--- config.mk ---
export PLATFORM = sky130hd
export DESIGN_NAME = pipeout_serializer
export DESIGN_NICKNAME = d
export VERILOG_FILES = /design/src/rtl/ok_ep_pkg.sv /design/src/rtl/pipe_word_mux.sv /design/src/rtl/pipeout_serializer.sv
export SDC_FILE = /design/constraint.sdc
export NUM_CORES = 1
export LEC_CHECK = 0
export CAP_MARGIN = 20
export CORE_MARGIN = 3
export CORE_UTILIZATION = 57
export DETAILED_ROUTE_END_ITERATION = 10
export DONT_BUFFER_PORTS = 1
export GPL_TIMING_DRIVEN = 1
export PLACE_DENSITY = 0.71
export SKIP_LAST_GASP = 1
export SLEW_MARGIN = 10
export SYNTH_ARGS = -nofsm -noshare
export SYNTH_HDL_FRONTEND = slang
export SYNTH_SLANG_ARGS = --single-unit
--- constraint.sdc ---
create_clock -name clk -period 5.8 [get_ports clk]
set_input_delay 1.16 -clock clk [delete_from_list [all_inputs] [get_ports clk]]
set_output_delay 1.16 -clock clk [all_outputs]
set_load 0.02 [all_outputs]
--- src/rtl/ok_ep_pkg.sv ---
`default_nettype none
// ============================================================================
//  Module      : ok_ep_pkg
//  Description : Shared FrontPanel endpoint definitions for the pipe-out
//                serializer: pipe word width, endpoint addresses and the
//                serializer state encoding.
//  Contents    : OK_WORD_W       - okPipeOut ep_datain width
//                TRIG_OUT_DONE   - okTriggerOut address carrying ready_trig
//                PIPE_OUT_RESULT - okPipeOut address carrying pipe_data
//                pipe_state_e    - IDLE / READY / SEND
//  Revision    : 1.0 - initial release
// ============================================================================
package ok_ep_pkg;

  localparam int         OK_WORD_W       = 32;
  localparam logic [7:0] TRIG_OUT_DONE   = 8'h60;
  localparam logic [7:0] PIPE_OUT_RESULT = 8'hA0;

  // IDLE : no payload held
  // READY: payload loaded, no word taken yet
  // SEND : at least one word taken, more remain
  typedef enum logic [1:0] {
    ST_IDLE  = 2'd0,
    ST_READY = 2'd1,
    ST_SEND  = 2'd2
  } pipe_state_e;

endpackage : ok_ep_pkg
`default_nettype wire

--- src/rtl/pipe_word_mux.sv ---
`default_nettype none
// ============================================================================
//  Module      : pipe_word_mux
//  Description : Combinational word selector. Returns word idx_i of the
//                payload, word k being payload_i[k*WORD_W +: WORD_W].
//                An index past the last word yields zero.
//  Ports       : payload_i  in  DATA_W  held payload
//                idx_i      in  IDX_W   word index
//                word_o     out WORD_W  selected word
//  Revision    : 1.0 - initial release
// ============================================================================
module pipe_word_mux #(
  parameter int DATA_W = 128,
  parameter int WORD_W = 32,
  parameter int IDX_W  = 2
) (
  input  logic [DATA_W-1:0] payload_i,
  input  logic [IDX_W-1:0]  idx_i,
  output logic [WORD_W-1:0] word_o
);

  localparam int NWORDS = DATA_W / WORD_W;

  always_comb begin
    word_o = '0;
    for (int k = 0; k < NWORDS; k++) begin
      if (idx_i == IDX_W'(k)) begin
        word_o = payload_i[k*WORD_W +: WORD_W];
      end
    end
  end

endmodule : pipe_word_mux
`default_nettype wire

--- src/rtl/pipeout_serializer.sv ---
`default_nettype none
// ============================================================================
//  Module      : pipeout_serializer
//  Description : Captures a wide payload on a load pulse and streams it to an
//                okPipeOut endpoint (PIPE_OUT_RESULT) as WORD_W words, least
//                significant first. pipe_data always pre-fetches the word the
//                host takes next. ready_trig drives bit 0 of the TRIG_OUT_DONE
//                trigger; overrun/underrun are sticky status flags for a
//                wire-out status register.
//  Ports       : clk         in   okClk, posedge
//                rst         in   asynchronous, active-high
//                load        in   capture din (pulse)
//                din         in   DATA_W payload
//                pipe_read   in   okPipeOut ep_read
//                pipe_data   out  okPipeOut ep_datain (registered)
//                ready_trig  out  one-cycle payload-ready pulse
//                busy        out  payload held, not fully read
//                words_left  out  unread words in current payload
//                overrun     out  sticky: load dropped while busy
//                underrun    out  sticky: read with no word available
//                clr_flags   in   clear overrun/underrun (set wins)
//  Revision    : 1.0 - initial release
// ============================================================================
module pipeout_serializer
  import ok_ep_pkg::*;
#(
  parameter int DATA_W = 128,
  parameter int WORD_W = OK_WORD_W
) (
  input  logic                               clk,
  input  logic                               rst,
  input  logic                               load,
  input  logic [DATA_W-1:0]                  din,
  input  logic                               pipe_read,
  output logic [WORD_W-1:0]                  pipe_data,
  output logic                               ready_trig,
  output logic                               busy,
  output logic [$clog2(DATA_W/WORD_W+1)-1:0] words_left,
  output logic                               overrun,
  output logic                               underrun,
  input  logic                               clr_flags
);

  localparam int NWORDS = DATA_W / WORD_W;
  localparam int IDX_W  = $clog2(NWORDS);
  localparam int WL_W   = $clog2(NWORDS + 1);
  localparam logic [WL_W-1:0] WL_FULL = WL_W'(NWORDS);

  pipe_state_e       state_q,      state_d;
  logic [DATA_W-1:0] payload_q,    payload_d;
  logic [IDX_W-1:0]  idx_q,        idx_d;
  logic [WORD_W-1:0] pipe_data_q,  pipe_data_d;
  logic              ready_trig_q, ready_trig_d;
  logic [WL_W-1:0]   words_left_q, words_left_d;
  logic              overrun_q,    overrun_d;
  logic              underrun_q,   underrun_d;

  logic [IDX_W-1:0]  idx_next;
  logic [WORD_W-1:0] word_next;
  logic              holding;
  logic              read_ok;
  logic              last_read;
  logic              load_ok;

  assign idx_next = idx_q + IDX_W'(1);

  // Word after the one currently on pipe_data, ready for the pre-fetch.
  pipe_word_mux #(
    .DATA_W (DATA_W),
    .WORD_W (WORD_W),
    .IDX_W  (IDX_W)
  ) u_word_mux (
    .payload_i (payload_q),
    .idx_i     (idx_next),
    .word_o    (word_next)
  );

  assign holding   = (state_q != ST_IDLE);
  assign read_ok   = holding && pipe_read;
  assign last_read = read_ok && (words_left_q == WL_W'(1));
  // A load is taken when nothing is held, or when the final word is being
  // read in the same cycle (back-to-back payloads).
  assign load_ok   = load && (!holding || last_read);

  always_ff @(posedge clk or posedge rst) begin
    if (rst) begin
      state_q      <= ST_IDLE;
      payload_q    <= '0;
      idx_q        <= '0;
      pipe_data_q  <= '0;
      ready_trig_q <= 1'b0;
      words_left_q <= '0;
      overrun_q    <= 1'b0;
      underrun_q   <= 1'b0;
    end else begin
      state_q      <= state_d;
      payload_q    <= payload_d;
      idx_q        <= idx_d;
      pipe_data_q  <= pipe_data_d;
      ready_trig_q <= ready_trig_d;
      words_left_q <= words_left_d;
      overrun_q    <= overrun_d;
      underrun_q   <= underrun_d;
    end
  end

  always_comb begin
    state_d      = state_q;
    payload_d    = payload_q;
    idx_d        = idx_q;
    pipe_data_d  = pipe_data_q;
    words_left_d = words_left_q;
    ready_trig_d = load_ok;

    // Sticky flags: a new event in the same cycle as a clear wins.
    overrun_d  = (overrun_q  && !clr_flags) || (load && !load_ok);
    underrun_d = (underrun_q && !clr_flags) || (pipe_read && !holding);

    if (load_ok) begin
      state_d      = ST_READY;
      payload_d    = din;
      idx_d        = '0;
      pipe_data_d  = din[WORD_W-1:0];
      words_left_d = WL_FULL;
    end else begin
      unique case (state_q)
        ST_READY, ST_SEND: begin
          if (last_read) begin
            state_d      = ST_IDLE;
            idx_d        = '0;
            pipe_data_d  = '0;
            words_left_d = '0;
          end else if (read_ok) begin
            state_d      = ST_SEND;
            idx_d        = idx_next;
            pipe_data_d  = word_next;
            words_left_d = words_left_q - WL_W'(1);
          end
        end
        default: begin
          state_d = ST_IDLE;
        end
      endcase
    end
  end

  assign pipe_data  = pipe_data_q;
  assign ready_trig = ready_trig_q;
  assign busy       = holding;
  assign words_left = words_left_q;
  assign overrun    = overrun_q;
  assign underrun   = underrun_q;

endmodule : pipeout_serializer
`default_nettype wire

* Word-level counts from Yosys, hierarchy flattened
Cells that the tools add are included.
Word-level totals: bits in registers 170, bits of input ports 133, output and inout bits 39
Cells by class: add/subtract/negate cells 2, eq/ne operators 7, mux-type cells 20, reductions and logical operators 19
Operator list (number):
- 32-bit two-way mux | 8
- 2-bit two-way mux | 8
- 3-bit two-way mux | 4
- 1-bit logical AND | 7
- 2-bit == test (second input constant) | 3
- 2-bit by 1-bit == test with 1-bit output (second input constant) | 2
- 4-bit inequality test (second input constant) | 1
- 2-bit nonzero test | 2
- 3-bit by 1-bit == test with 1-bit output (second input constant) | 1
- 1-bit zero test | 3
- 1-bit logical OR | 3
- 3-bit nonzero test | 1
- 3-bit by 1-bit subtractor with 3-bit output (second input constant) | 1
- 2-bit by 1-bit adder with 2-bit output (second input constant) | 1
- 2-bit zero test | 1
- 2-bit AND reduction | 1
- 2-bit OR reduction | 1

* Depth between registers and ports, before layout
depth after elaboration 10, depth in mapped cells 9

* Modules after synthesis
Synthesis repeated with hierarchy kept, for this count alone.
Unflattened totals: cells, all modules 589, area, all modules 8021.4 µm²
Modules (own cells, without submodules):
- pipeout_serializer | instances 1, cells each 550, area an instance 7206.9 µm²
- pipe_word_mux | instances 1, cells each 39, area an instance 814.5 µm²

* Worst setup path before layout
Ideal clock, no wire load.
kind input to register, from input port load, to register payload_q[100], data arrival time 2.231 ns, required time 5.675 ns, slack 3.444 ns, stages on the path 5, buffers on the path 2, cells stage by stage and2_1 -> a31oi_4 -> buf_4 -> buf_6 -> mux2_2
Between the ends: word-level cells in the longest chain between the ends 1
RTL lines:
- from (decl) | RTL line pipeout_serializer.sv:32 | input logic load,
- 1-bit logical AND | RTL line pipeout_serializer.sv:83 | assign load_ok = load && (!holding || last_read);
- to (signal assigned) | RTL line pipeout_serializer.sv:97 | payload_q <= payload_d;
- to (decl) | RTL line pipeout_serializer.sv:50 | logic [DATA_W-1:0] payload_q, payload_d;
Every way passes these cells. A chain may end at the register's enable or synchronous reset.

* Worst setup path in the final report
from register idx_q[0], to register pipe_data_q[22] (netlist: pipe_data[22])
Between the ends: word-level cells in the longest chain between the ends 10, elaborated cells on any way between the ends 13, classes of those cells add/sub (1); eq/ne (3); mux (8); reduce/logical (1)
RTL lines:
- from (decl) | RTL line pipeout_serializer.sv:51 | logic [IDX_W-1:0] idx_q, idx_d;
- from (signal assigned) | RTL line pipeout_serializer.sv:98 | idx_q <= idx_d;
- 2-bit by 1-bit adder with 2-bit output * | RTL line pipeout_serializer.sv:65 | assign idx_next = idx_q + IDX_W'(1);
- 2-bit zero test | RTL line pipe_word_mux.sv:27 | if (idx_i == IDX_W'(k)) begin
- 32-bit two-way mux (3 in a row) | RTL line pipe_word_mux.sv:27
- 32-bit two-way mux * | RTL line pipe_word_mux.sv:27
- 32-bit two-way mux * | RTL line pipeout_serializer.sv:133 | end else if (read_ok) begin
- 32-bit two-way mux * | RTL line pipeout_serializer.sv:128 | if (last_read) begin
- 32-bit two-way mux * | RTL line pipeout_serializer.sv:126 | unique case (state_q)
- 32-bit two-way mux * | RTL line pipeout_serializer.sv:119 | if (load_ok) begin
- to (signal assigned) | RTL line pipeout_serializer.sv:99 | pipe_data_q <= pipe_data_d;
- to (decl) | RTL line pipeout_serializer.sv:52 | logic [WORD_W-1:0] pipe_data_q, pipe_data_d;
Every way passes the cells marked *; elsewhere a longest branch is shown, timed or not. The select of a mux whose other input is x is not followed.

==> impl_results.md <==
* Status: completed
* Number of nets in the layout at around 710
* Net count after synthesis at a little over 700
* Primary FF master, synth: dfrtp_1
* Synth-to-layout area growth at 8.28%
* WS Path Type: flip-flop to flip-flop
* Full die area at about 15000 um2
* Worst setup path startpoint: idx_q[0]
* Cts repair resizes at 0
* Final period util at 0.514
* Commonest non-fill, non-tap cell in the layout: dfrtp_1
* Post-CTS repair timing setup buffer count at 0
* Pint at 3410 uW
* Vias in the first global route at 4996
* Power share of the sequential group at 0.442
* Worst hold path type: flip-flop to flip-flop
* Net Sw Power at between 1500 and 2000 uW
* # IOs at roughly 170
* Max stage delay cell, worst path: nand2b_1
* Async SR Flop Fraction at 1.00
* # rows at 41
* DPL Wire Length at approximately 11 mm
* Max Slew Vio Count at 0
* Critical path buffer and inverter count at 1
* Hold_buf cts at 0
* Iter 0 DRT Violations at between 200 and 300
* Max Cap Viol at 0
* Wirelength per Cell at 22.8 um
* Crit path time final at ~3.0 ns
* Clock root buffer: clkbuf_16
* Gate power share at 0.341
* Via-per-instance ratio at roughly 6.3
* First-pass GRT wire length at 27.1 mm
* Top Family by Delay on Critical Path: simple AND/OR/NAND/NOR gates
* Core Area at between 10000 and 15000 um2
* VDD IR-drop max at between 0.3 and 0.4 mV
* Arrival @ worst endpoint at 3.34 ns
* Total clock buffers created by CTS at 17
* Clk slew on worst S/H paths at about 0.060 ns
* Measured slew at the worst slew-check pin at between 1 and 1.5 ns
* Pin count of the biggest net entering global routing at 85
* Worst path cell trace: inv_1 > ha_1 > nand2b_1 > o22ai_1 > a211oi_1 > a221o_2
* Filler cell count at 970
* RSZ-0062 raised after global routing: no
* Post-synthesis register bit count at between 150 and 200
* Vias at about 4700
* Slowest Stage Delay on Critical Path at 1.00 ns
* Remaining routing DRC violations at 0
* Drt total wl at around 17 mm
* Global route overflow at 0
* Final Skew at between 0.007 and 0.008 ns
* Clk buf depth at 2
* Post-synth EDFFs at 0
* Crit-path max FO at 24
* Die W at about 120 um
* Yosys warning count at 0
* ANT nets after route at 0
* Worst-skew pair later-pin latency at between 0.4 and 0.5 ns
* Worst Path Required at around 6.2 ns
* FMAX at ~0.34 GHz
* Layout Utilization at 0.642
* Total power at about 5200 uW
* Netlist Area Pre-Place at between 7000 and 8000 um2
* Layout cells sized above 1 at 0.346
* Initial Util at 0.593
* Die H at roughly 120 um
* Mapped Cells at between 500 and 600
* Synthesized area per cell at 13.1 um2
* Hold wc startpoint: payload_q[3]
* Cell variety after synth at 34
* Pre-Repair DR Iteration Count at 4
* Worst setup EP type: flip-flop
* Switching part of the total power at 0.347
* Total GRT Usage at 0.238
* RR Startpoint: idx_q[0]
* P_leak at 0.00342 uW
* Most frequent cells in the layout: 170 x dfrtp_1, 128 x mux2_2, 36 x nand2_1, 26 x a221o_2, 24 x a21oi_1
* Type of origin of the critical path: flip-flop
* Initial antenna violation count at 2
* Clk sinks at 170
* Slew HR at 0.201
* Final setup vio count at 0
* CTS tree: built
* Sequential fraction of the synthesis area at 0.557
* Worst hold margin at ~0.5 ns
* Cell Pwr Density at about 630 nW/um2
* Clock power share at 0.217
* H-tree depth at 4
* Routability congestion estimate at a little over 0.8
* Endpoints failing hold at 0
* Port buffer count at 0
* Setup TNS at 0 ns
## through the flow
| step | setup slack, ns | instance area (um2) | cells |
|---|---|---|---|
| final | 2.82 | 8260 | 751 |
| after global routing | 2.68 | 8260 | 751 |
| after CTS | 2.83 | 8210 | 748 |
| after detailed placement | 2.76 | 7610 | 716 |
| after global placement | 2.81 | 7610 | 716 |
| after floorplan | 0.0366 | 7630 | 582 |
## synthesized netlist by cell type, types with 2 or more instances
cell type,instances,area share
nor2_1,3,0.0015
clkbuf_1,18,0.0089
nand3b_1,22,0.022
buf_4,3,0.0030
a21oi_1,24,0.016
o21ai_0,14,0.0092
buf_6,16,0.024
a211oi_1,23,0.023
buf_2,6,0.0039
and3_1,10,0.0082
o22ai_1,22,0.018
dfrtp_1,170,0.56
nand2_1,36,0.018
nand2b_1,2,0.0016
ha_1,7,0.011
mux2_2,128,0.19
o211ai_1,10,0.0098
nor2b_1,11,0.0090
a221o_2,26,0.038
a221o_1,6,0.0079
inv_1,11,0.0054
nand3_1,2,0.0013
## routing by layer
metal | track usage | routed length, um | vias to the layer above
met3 | 0.0933 | 1520 | 21
met2 | 0.393 | 8580 | 161
met5 | 0 | 13 | -
met4 | 0.0812 | 274 | 2
met1 | 0.287 | 6710 | 2394
li1 | - | - | 2124
## power groups by stage
stage | clock (uW) | sequential (uW) | combinational (uW)
floorplan | 0 | 2190 | 1550
global placement | 0 | 2300 | 1670
detailed placement | 0 | 2330 | 1750
CTS | 1150 | 2310 | 1750
global route | 1200 | 2380 | 1950
finish | 1130 | 2310 | 1780
## state kept, by name (all words and copies together), names as in the netlist
signal      cells
idx_q           2
pipe_data      32
ready_trig      1
words_left      3
payload_q     128
overrun         1
underrun        1
state_q         2
## path summary, 6_finish.rpt
check	to	cells after the start	slack, ns
max in group asynchronous	payload_q[17]	2	3.97
min in group asynchronous	payload_q[65]	1	0.70
hold / removal	payload_q[3]	1	0.51
setup reg to reg	pipe_data[22]	6	2.82
hold reg to reg	payload_q[3]	1	0.51
setup / recovery	pipe_data[22]	6	2.82
## worst reg2reg max path, stage by stage (launching register included)
cell	delay [ns]
dfrtp_1	0.40
inv_1	0.12
ha_1	0.70
nand2b_1	1.01
o22ai_1	0.23
a211oi_1	0.30
a221o_2	0.16
## final cells by class
cell class | count | area, um2 | share of cell area
inverters | 12 | 50.0 | 0.00606
clock inverters | 11 | 119 | 0.0144
clock buffers | 21 | 480 | 0.0581
multi-input cells | 356 | 3030 | 0.367
diodes | 1 | 2.50 | 0.000303
repair buffers | 8 | 113 | 0.0136
flip-flops and latches | 170 | 4250 | 0.515
well taps | 172 | 215 | 0.0260
## logic make-up after synthesis
family | synth area share
multiplexers | 0.189
adder cells (fa/ha/maj) | 0.0115
buffers and inverters | 0.0459
flip-flops | 0.557
AND/OR/NAND/NOR | 0.0662
AO/OA/AOI/OAI | 0.130
No activity file was read; power rests on OpenSTA's default activity.
